--- src/rtl/sound_event_scheduler_pkg.sv ---
`default_nettype none
// ============================================================================
// Module      : sound_pkg
// Description : Shared types and constants for the sound event scheduler:
//               sound_type codes, FSM state encodings, duration width and
//               the fixed arbitration priority rank.
// Revision    : 1.0 - initial release
// ============================================================================
package sound_pkg;

  // Width of the duration down-counter
  localparam int DUR_W = 4;

  // Codes presented to the sound player
  typedef enum logic [1:0] {
    SND_PUSH    = 2'd0,
    SND_WINRND  = 2'd1,
    SND_SPEED   = 2'd2,
    SND_WINGAME = 2'd3
  } sound_t;

  // Scheduler states; 2'd3 is unused and recovers to ST_IDLE
  typedef enum logic [1:0] {
    ST_IDLE = 2'd0,
    ST_PLAY = 2'd1,
    ST_GAP  = 2'd2
  } state_t;

  // Arbitration rank (higher wins): wingame > winrnd > speed > push.
  // Differs from the code order because winrnd outranks speed.
  function automatic logic [1:0] prio(sound_t s);
    logic [1:0] r;
    r = 2'd0;
    case (s)
      SND_WINGAME: r = 2'd3;
      SND_WINRND:  r = 2'd2;
      SND_SPEED:   r = 2'd1;
      default:     r = 2'd0;
    endcase
    return r;
  endfunction

endpackage
`default_nettype wire

--- src/rtl/sound_event_scheduler_if.sv ---
`default_nettype none
// ============================================================================
// Module      : sound_event_scheduler_if
// Description : Event request / sound player bus between the game logic
//               (master) and the sound event scheduler (slave).
// Revision    : 1.0 - initial release
// ============================================================================
interface sound_event_scheduler_if;
  import sound_pkg::*;

  logic   tick;
  logic   req_push;
  logic   req_winrnd;
  logic   req_wingame;
  logic   req_speed;
  sound_t sound_type;
  logic   notshutdown;
  logic   gain;
  logic   busy;

  modport master (
    output tick, req_push, req_winrnd, req_wingame, req_speed,
    input  sound_type, notshutdown, gain, busy
  );

  modport slave (
    input  tick, req_push, req_winrnd, req_wingame, req_speed,
    output sound_type, notshutdown, gain, busy
  );

endinterface
`default_nettype wire

--- src/rtl/sound_event_scheduler_timer.sv ---
`default_nettype none
// ============================================================================
// Module      : sound_duration_timer
// Description : Loadable tick-driven down-counter measuring sound length.
//               done flags the last tick period (count == 1).
// Revision    : 1.0 - initial release
// ============================================================================
module sound_duration_timer
  import sound_pkg::*;
(
  input  wire logic             clk,
  input  wire logic             rst,
  input  wire logic             load,
  input  wire logic [DUR_W-1:0] load_val,
  input  wire logic             tick,
  output logic      [DUR_W-1:0] count,
  output logic                  done
);

  logic [DUR_W-1:0] r_count;

  // Load takes precedence; otherwise count down once per tick, floor at 0
  always_ff @(posedge clk) begin
    if (!rst) begin
      r_count <= '0;
    end else if (load) begin
      r_count <= load_val;
    end else if (tick && (r_count != '0)) begin
      r_count <= r_count - 1'b1;
    end
  end

  assign count = r_count;
  assign done  = (r_count == DUR_W'(1));

endmodule
`default_nettype wire

--- src/rtl/sound_event_scheduler.sv ---
`default_nettype none
// ============================================================================
// Module      : sound_event_scheduler
// Description : Latches game sound events, arbitrates them by fixed priority
//               and sequences IDLE -> PLAY -> GAP so that sounds are always
//               separated by at least one tick period of silence.
//               Optional macro SOUND_PREEMPT_EN: a strictly higher-priority
//               request aborts the current sound and regrants directly.
// Revision    : 1.0 - initial release
// ============================================================================
module sound_event_scheduler
  import sound_pkg::*;
#(
  parameter int DUR_PUSH    = 2,
  parameter int DUR_WINRND  = 4,
  parameter int DUR_WINGAME = 8
) (
  input wire logic          clk,
  input wire logic          rst,
  sound_event_scheduler_if.slave bus
);

  localparam logic [DUR_W-1:0] c_dur_push    = DUR_W'(DUR_PUSH);
  localparam logic [DUR_W-1:0] c_dur_winrnd  = DUR_W'(DUR_WINRND);
  localparam logic [DUR_W-1:0] c_dur_wingame = DUR_W'(DUR_WINGAME);

  state_t           r_state;
  sound_t           r_sound_type;
  logic             r_notshutdown;
  logic             r_busy;
  logic             r_pend_push;
  logic             r_pend_winrnd;
  logic             r_pend_wingame;

  logic             w_any;
  sound_t           w_grant_type;
  logic [DUR_W-1:0] w_grant_dur;
  logic             w_preempt;
  logic             w_do_grant;
  logic             w_play_end;
  logic             w_done;
  logic [DUR_W-1:0] w_count;

  assign w_any = r_pend_wingame | r_pend_winrnd | bus.req_speed | r_pend_push;

  // Fixed-priority arbiter; speed is taken live, the others from pending bits
  always_comb begin
    w_grant_type = SND_PUSH;
    w_grant_dur  = c_dur_push;
    if (r_pend_wingame) begin
      w_grant_type = SND_WINGAME;
      w_grant_dur  = c_dur_wingame;
    end else if (r_pend_winrnd) begin
      w_grant_type = SND_WINRND;
      w_grant_dur  = c_dur_winrnd;
    end else if (bus.req_speed) begin
      w_grant_type = SND_SPEED;
      w_grant_dur  = '0;
    end
  end

`ifdef SOUND_PREEMPT_EN
  assign w_preempt = (r_state == ST_PLAY) && w_any &&
                     (prio(w_grant_type) > prio(r_sound_type));
`else
  assign w_preempt = 1'b0;
`endif

  assign w_do_grant = ((r_state == ST_IDLE) && w_any) || w_preempt;

  // Speed sound lasts while the level is high; timed sounds end on the last tick
  assign w_play_end = bus.tick &&
                      ((r_sound_type == SND_SPEED) ? !bus.req_speed : w_done);

  // Sticky pending bits; a new pulse in the grant cycle wins over the clear
  always_ff @(posedge clk) begin
    if (!rst) begin
      r_pend_push    <= 1'b0;
      r_pend_winrnd  <= 1'b0;
      r_pend_wingame <= 1'b0;
    end else begin
      r_pend_push    <= bus.req_push |
                        (r_pend_push & ~(w_do_grant && (w_grant_type == SND_PUSH)));
      r_pend_winrnd  <= bus.req_winrnd |
                        (r_pend_winrnd & ~(w_do_grant && (w_grant_type == SND_WINRND)));
      r_pend_wingame <= bus.req_wingame |
                        (r_pend_wingame & ~(w_do_grant && (w_grant_type == SND_WINGAME)));
    end
  end

  // Scheduler FSM with registered player/amplifier outputs
  always_ff @(posedge clk) begin
    if (!rst) begin
      r_state       <= ST_IDLE;
      r_sound_type  <= SND_PUSH;
      r_notshutdown <= 1'b0;
      r_busy        <= 1'b0;
    end else begin
      case (r_state)
        ST_IDLE: begin
          if (w_do_grant) begin
            r_state       <= ST_PLAY;
            r_sound_type  <= w_grant_type;
            r_notshutdown <= 1'b1;
            r_busy        <= 1'b1;
          end
        end
        ST_PLAY: begin
          if (w_do_grant) begin
            r_sound_type  <= w_grant_type;
          end else if (w_play_end) begin
            r_state       <= ST_GAP;
            r_notshutdown <= 1'b0;
          end
        end
        ST_GAP: begin
          if (bus.tick) begin
            r_state <= ST_IDLE;
            r_busy  <= 1'b0;
          end
        end
        default: begin
          r_state       <= ST_IDLE;
          r_notshutdown <= 1'b0;
          r_busy        <= 1'b0;
        end
      endcase
    end
  end

  sound_duration_timer u_timer (
    .clk      (clk),
    .rst      (rst),
    .load     (w_do_grant),
    .load_val (w_grant_dur),
    .tick     (bus.tick),
    .count    (w_count),
    .done     (w_done)
  );

  assign bus.sound_type  = r_sound_type;
  assign bus.notshutdown = r_notshutdown;
  assign bus.gain        = 1'b1;
  assign bus.busy        = r_busy;

endmodule
`default_nettype wire

--- src/flat_wrapper.sv ---
// flat-port wrapper written by rule: the top's interface ports become plain ports
module sound_event_scheduler_flat import sound_pkg::*;
#(
  parameter int DUR_PUSH    = 2,
  parameter int DUR_WINRND  = 4,
  parameter int DUR_WINGAME = 8
)
  (clk, rst, bus_tick, bus_req_push, bus_req_winrnd, bus_req_wingame, bus_req_speed, bus_sound_type, bus_notshutdown, bus_gain, bus_busy);
  sound_event_scheduler_if bus_i ();
  input wire logic clk;
  input wire logic rst;
  input wire logic [$bits(bus_i.tick)-1:0] bus_tick;
  input wire logic [$bits(bus_i.req_push)-1:0] bus_req_push;
  input wire logic [$bits(bus_i.req_winrnd)-1:0] bus_req_winrnd;
  input wire logic [$bits(bus_i.req_wingame)-1:0] bus_req_wingame;
  input wire logic [$bits(bus_i.req_speed)-1:0] bus_req_speed;
  output wire logic [$bits(bus_i.sound_type)-1:0] bus_sound_type;
  output wire logic [$bits(bus_i.notshutdown)-1:0] bus_notshutdown;
  output wire logic [$bits(bus_i.gain)-1:0] bus_gain;
  output wire logic [$bits(bus_i.busy)-1:0] bus_busy;
  assign bus_i.tick = bus_tick;
  assign bus_i.req_push = bus_req_push;
  assign bus_i.req_winrnd = bus_req_winrnd;
  assign bus_i.req_wingame = bus_req_wingame;
  assign bus_i.req_speed = bus_req_speed;
  assign bus_sound_type = bus_i.sound_type;
  assign bus_notshutdown = bus_i.notshutdown;
  assign bus_gain = bus_i.gain;
  assign bus_busy = bus_i.busy;
  sound_event_scheduler #(.DUR_PUSH(DUR_PUSH), .DUR_WINRND(DUR_WINRND), .DUR_WINGAME(DUR_WINGAME)) u_core (.clk(clk), .rst(rst), .bus(bus_i));
endmodule
--- config.mk ---
export PLATFORM = sky130hd
export DESIGN_NAME = sound_event_scheduler_flat
export DESIGN_NICKNAME = d
export VERILOG_FILES = /design/src/rtl/sound_event_scheduler_pkg.sv /design/src/rtl/sound_event_scheduler_if.sv /design/src/rtl/sound_event_scheduler_timer.sv /design/src/rtl/sound_event_scheduler.sv /design/src/flat_wrapper.sv
export SDC_FILE = /design/constraint.sdc
export NUM_CORES = 1
export LEC_CHECK = 0
export ABC_AREA = 1
export CAP_MARGIN = 15
export CORE_MARGIN = 5
export CORE_UTILIZATION = 40
export DETAILED_ROUTE_END_ITERATION = 10
export PLACE_DENSITY = 0.67
export REMOVE_ABC_BUFFERS = 1
export SLEW_MARGIN = 15
export SYNTH_ARGS = -nofsm -noshare
export SYNTH_HDL_FRONTEND = slang
export SYNTH_SLANG_ARGS = --single-unit
--- constraint.sdc ---
create_clock -name clk -period 1.6 [get_ports clk]
set_input_delay 0.32 -clock clk [delete_from_list [all_inputs] [get_ports clk]]
set_output_delay 0.32 -clock clk [all_outputs]
set_load 0.02 [all_outputs]
# [After elaboration in Yosys (flattened, before gate mapping)]
# Index checks and enable logic that the tools add are counted.
[word_totals] reg_bits=13 input_bits=7 output_inout_bits=5 word_cells=69
[op_classes] addsub=1 eq_ne=10 muxes=20 bitwise=14 reduce_logical=16
[op_table] cell="$mux W2" count=8
[op_table] cell="$mux W4" count=4
[op_table] cell="$reduce_and A4 Y1" count=2
[op_table] cell="$eq A2 B2 Y1 const B" count=3
[op_table] cell="$logic_and A1 B1 Y1" count=6
[op_table] cell="$or A1 B1 Y1" count=6
[op_table] cell="$pmux W1 S3" count=2
[op_table] cell="$pmux W2 S3" count=1
[op_table] cell="$mux W1" count=5
[op_table] cell="$not A1 Y1" count=5
[op_table] cell="$eq A2 B1 Y1 const B" count=2
[op_table] cell="$eq A4 B1 Y1 const B" count=1
[op_table] cell="$logic_not A2 Y1" count=2
[op_table] cell="$ne A2 B1 Y1 const B" count=2
[op_table] cell="$ne A2 B2 Y1 const B" count=2
[op_table] cell="$reduce_bool A4 Y1" count=1
[op_table] cell="$sub A4 B1 Y4 const B" count=1
[op_table] cell="$and A1 B1 Y1" count=3
[op_table] cell="$reduce_and A3 Y1" count=1
[op_table] cell="$reduce_and A2 Y1" count=1
[op_table] cell="$reduce_bool A2 Y1" count=1
[op_table] cell="$reduce_or A2 Y1" count=1
[op_table] cell="$logic_not A1 Y1" count=1

# [Longest topological paths before layout]
[logic_depth] ltp_word=8 ltp_mapped=9 mapped_depth_nobuf=9

# [Modules after synthesis]
# From an unflattened synthesis, not the netlist that was laid out.
[unflattened] hier_cells=107 area_unflattened_um2=729.4
[by_module_without_submodules] module="sound_event_scheduler" n_inst=1 cells_per_inst=66 area_each_um2=432.9 seq_area_each_um2=180.2
[by_module_without_submodules] module="sound_duration_timer" n_inst=1 cells_per_inst=41 area_each_um2=296.5 seq_area_each_um2=80.1

# [Worst setup path before layout]
# OpenSTA, ideal clock, no wires.
[synth_timing] path_type="reg-to-reg" start="register u_core.u_timer.r_count[0] (netlist: u_core.u_timer.count[0])" end="register u_core.u_timer.r_count[1] (netlist: u_core.u_timer.count[1])" setup_ps=116 t_arrival_ps=1109 required_ps=1484 path_slack_ps=375 stages_incl_launch_ff=8 path_buffers=0 period_less_slack_ps=1225 cell_sequence="dfxtp_1 inv_1 ha_1 nand3_1 nand2_1 nand2_1 nand3_2 nor2b_2"
[synth_via] elab_chain_cells=3 elab_cells_between_ends=6 cone_classes="add/sub (1); mux (2); reduce/logical (3)"
[synth_rtl] item="start: declaration" line_no="sound_event_scheduler_timer.sv:20" rtl="logic [DUR_W-1:0] r_count;"
[synth_rtl] item="start signal: assignment" line_no="sound_event_scheduler_timer.sv:27" rtl="r_count <= load_val;"
[synth_rtl] item="start signal: assignment" line_no="sound_event_scheduler_timer.sv:29" rtl="r_count <= r_count - 1'b1;"
[synth_rtl] item="$sub A4 B1 Y4 / $reduce_bool A4 Y1 (equally long branches)" line_no="sound_event_scheduler_timer.sv:29, sound_event_scheduler_timer.sv:28"
[synth_rtl] item="$mux W4 / $logic_and A1 B1 Y1 (equally long branches)" line_no="sound_event_scheduler_timer.sv:28" rtl="end else if (tick && (r_count != '0)) begin"
[synth_rtl] item="$mux W4 / $reduce_bool A2 Y1 (equally long branches)"
# Several ways; a longest one is shown, not always the timed one. The select of a mux whose other input is x is not followed.
# A chain may end at the register's enable or synchronous reset.

# [Worst setup path after layout]
[layout_timing] start="register u_core.r_notshutdown (netlist: u_core.bus.notshutdown)" end="output port bus_notshutdown"
[layout_lines] item="start: declaration" line_no="sound_event_scheduler.sv:29" rtl="logic r_notshutdown;"
[layout_lines] item="start signal: assignment" line_no="sound_event_scheduler.sv:96" rtl="r_notshutdown <= 1'b0;"
[layout_lines] item="start signal: assignment" line_no="sound_event_scheduler.sv:104" rtl="r_notshutdown <= 1'b1;"
[layout_lines] item="start signal: assignment" line_no="sound_event_scheduler.sv:113" rtl="r_notshutdown <= 1'b0;"
[layout_lines] item="end: declaration" line_no="flat_wrapper.sv:18" rtl="output wire logic [$bits(bus_i.notshutdown)-1:0] bus_notshutdown;"
# No word-level cell between the ends.

==> out/qor.log <==
[timing] post-route minimum period 1540 ps
[clock_network] number of clock sinks 13
[drt] number of remaining DRC errors 0
[worst_hold_path] class of the worst hold path reg -> reg
[critical_path] startpoint class of the critical path flop
[timing] final-report hold violation count 0
[synthesis] sequential cell area fraction in the yosys report 36.6%
[drt] detailed-route vias per instance 4.46
[synthesis] number of distinct standard cells referenced by the synthesized netlist 26
[critical_path] cell type group with the largest total delay on the critical path buffers and inverters
[drt] detailed-router iteration count before antenna repair 4
[clock_network] number of H-tree levels 1
[clock_network] post-CTS setup repair buffer count 0
[placement] setup slack at placement 29.0 ps
[cells_and_area] Diodes inserted 0
[power_and_ir_drop] Max VDD drop 0.526 mV
[job] maxcap violations 0
[drt] total via count in the routed design 625
[drt] post-route ant nets 0
[timing] setup repair after global routing missed its margin false
[timing] final worst slack 55.7 ps
[synthesis] Seq cells post-synth 13
[synthesis] fraction of synthesized cell area in xor and xnor cells 1.23%
[timing] max frequency 0.648 GHz
[power_and_ir_drop] static leakage 0.414 nW
[global_routing] number of global-route vias before repair 540
[clock_network] # hold bufs at CTS 0
[timing] Hold WS 458 ps
[timing] endpoints failing setup 0
[timing] period utilization 96.5%
[clock_network] CTS tree built
[synthesis] fraction of the mapped netlist area in adder cells 3.52%
[timing] Layout Skew 6.21 ps
[cells_and_area] Filler Cell Count 170
[critical_path] Critical-path top delay cell sky130_fd_sc_hd__clkdlybuf4s50_1
[critical_path] critical path start-end classification reg -> out
[critical_path] critical-path maximum fanout 2
[global_routing] maximum number of pins on one net before global-route repair 8
[floorplanning] number of standard-cell rows in the floorplan 15
[clock_network] Clock transition at path regs 80 ps
[status] status complete, no violations
[clock_network] worst skew pair latency 280 ps
[synthesis] simple-gate share of the synthesized area 32.9%
[cells_and_area] Area Overhead vs Synth 23.2%
[synthesis] compound-cell area share of the yosys netlist 11.8%
[floorplanning] height of the die 52.2 µm
[clock_network] number of clock buffers inserted by TritonCTS 3
[synthesis] cells after synthesis 98
[critical_path] delay of the slowest critical-path stage 600 ps
[global_routing] global route overflow 0
[synthesis] summed instance area of the synthesized netlist 711 µm²
[power_and_ir_drop] total power density per cell area 1210 mW/mm²
[drt] starting DRC count in detailed routing 16
[floorplanning] area inside the core boundary 0.00171 mm²
[synthesis] top cells by area, synth sky130_fd_sc_hd__dfxtp_1 (37%), sky130_fd_sc_hd__inv_1 (8.5%), sky130_fd_sc_hd__nand2_1 (8.5%)
[timing] count of final max-slew check failures 0
[critical_path] crit path cell chain clkdlybuf4s50_1
[placement] number of placed cells counting well taps 136
[synthesis] cell types with the highest counts after synthesis sky130_fd_sc_hd__inv_1 (16), sky130_fd_sc_hd__nand2_1 (16), sky130_fd_sc_hd__dfxtp_1 (13)
[clock_network] maximum count of clock buffers along a single path 2
[synthesis] post-synthesis mux area share 0%
[drt] total length of routed wires 1420 µm
[synthesis] combinational family with the most area after synthesis simple AND/OR/NAND/NOR gates
[clock_network] CTS root buf sky130_fd_sc_hd__clkbuf_4
[cells_and_area] utilization after layout 51.3%
[cells_and_area] share of final-layout standard cells stronger than drive strength 1 15.7%
[timing] setup TNS after final layout 0 ps
[synthesis] cell type with the highest aggregate area in the netlist sky130_fd_sc_hd__dfxtp_1
[global_routing] wire length of the first global-routing pass 2340 µm
[synthesis] main flop type after synthesis sky130_fd_sc_hd__dfxtp_1
[synthesis] area fraction of the dominant cell type after synthesis 36.6%
[critical_path] data required time of the worst path 1280 ps
[critical_path] endpoint kind of the worst setup timing path primary output
[floorplanning] die area 0.00272 mm²
[synthesis] count of flip-flops with a built-in enable after synthesis 0
[global_routing] GRT Total Usage 12.2%
[global_routing] initial antenna violation count 0
[cells_and_area] area occupied by registers 260 µm²
[critical_path] number of buffers and inverters on the critical path 1
[placement] Port Buffers 10
[placement] gp weighted congestion 0.822
[cells_and_area] Nets 125
[critical_path] Crit path arrival time 1220 ps
[synthesis] average cell area after synthesis 7.25 µm²
[floorplanning] starting utilization of the core area 41.6%
[floorplanning] die extent in x 52.2 µm
[floorplanning] ports placed on the boundary 12
[cells_and_area] final non-filler cell total 140
[synthesis] Synth async-reset ratio 0%
[placement] Final HPWL DP 1100 µm
[drt] WL per Instance 10.1 µm
[cells_and_area] area used by multi-input combinational logic 355 µm²
[synthesis] total of warnings raised by yosys 0
## registers in the layout (all words and copies together) (netlist names)
signal                  flops
u_core.u_timer.count        4
u_core.bus.sound_type       2
u_core.r_state              2
u_core.r_pend_wingame       1
u_core.bus.notshutdown      1
u_core.r_pend_winrnd        1
u_core.r_pend_push          1
u_core.bus.busy             1
## final cells by class
class	count	share of cell area [%]
flip-flops and latches	13	29.7
multi-input cells	65	40.6
clock buffers	4	3.00
well taps	25	3.57
repair buffers	15	15.4
inverters	18	7.71
## per-layer routing
metal  track usage [%]  vias up  part of all wire [%]
met2              16.9       14                    43
met5                 0        -                     0
met1              16.5      265                    49
met4              8.94        0                   2.7
met3              2.58        6                   5.3
li1                  -      340                     -
## power breakdown
part	leakage (nW)	switching [W]	internal, W
registers	0.108	0.0000391	0.000381
logic	0.291	0.000249	0.000185
clock network	0.0150	0.000113	0.0000968
## what timing repair did
action                                  4_1_cts  5_1_grt
hold endpoints to repair                      0        0
endpoints found under the setup margin        2        0
resized for setup                             2        0
## final timing paths
path,start,to,slack (ps),cells after the start
max reg2reg,u_core.u_timer.count[0],u_core.u_timer.count[1],250,7
max,u_core.bus.notshutdown,bus_notshutdown,60,1
min,u_core.bus.busy,u_core.bus.busy,460,2
min reg2reg,u_core.bus.busy,u_core.bus.busy,460,2
## placed cells by master (no fill, tap or decap), types with 2 or more instances in the layout
cell type                         synthesis  final
sky130_fd_sc_hd__inv_1                   16     16
sky130_fd_sc_hd__nand2_1                 16     16
sky130_fd_sc_hd__dfxtp_1                 13     13
sky130_fd_sc_hd__nor2_1                  12     12
sky130_fd_sc_hd__a21oi_1                  9      9
sky130_fd_sc_hd__nand3_1                  8      8
sky130_fd_sc_hd__clkdlybuf4s50_1          0      8
sky130_fd_sc_hd__buf_4                    1      5
sky130_fd_sc_hd__clkbuf_4                 0      3
sky130_fd_sc_hd__nor2_2                   2      2
sky130_fd_sc_hd__o21ai_0                  2      2
sky130_fd_sc_hd__o21ai_1                  2      2
sky130_fd_sc_hd__ha_1                     2      2
sky130_fd_sc_hd__dlygate4sd2_1            0      2
## through the flow
stage | cell area (µm²) | total power (W)
2_1_floorplan | 683 | 0.000734
3_3_place_gp | 852 | 0.000868
3_5_place_dp | 852 | 0.000867
4_1_cts | 876 | 0.00108
5_1_grt | 876 | 0.00115
6_report | 876 | 0.00106
## kinds of logic (layout without fill, tap and decap cells)
group / after synthesis / count (layout)
AND/OR/NAND/NOR: 46 / 46
buffers and inverters: 20 / 37
AO/OA/AOI/OAI: 15 / 15
flip-flops: 13 / 13
adder cells (fa/ha/maj): 2 / 2
other: 1 / 1
XOR/XNOR: 1 / 1
No activity file was read; power rests on OpenSTA's default activity.
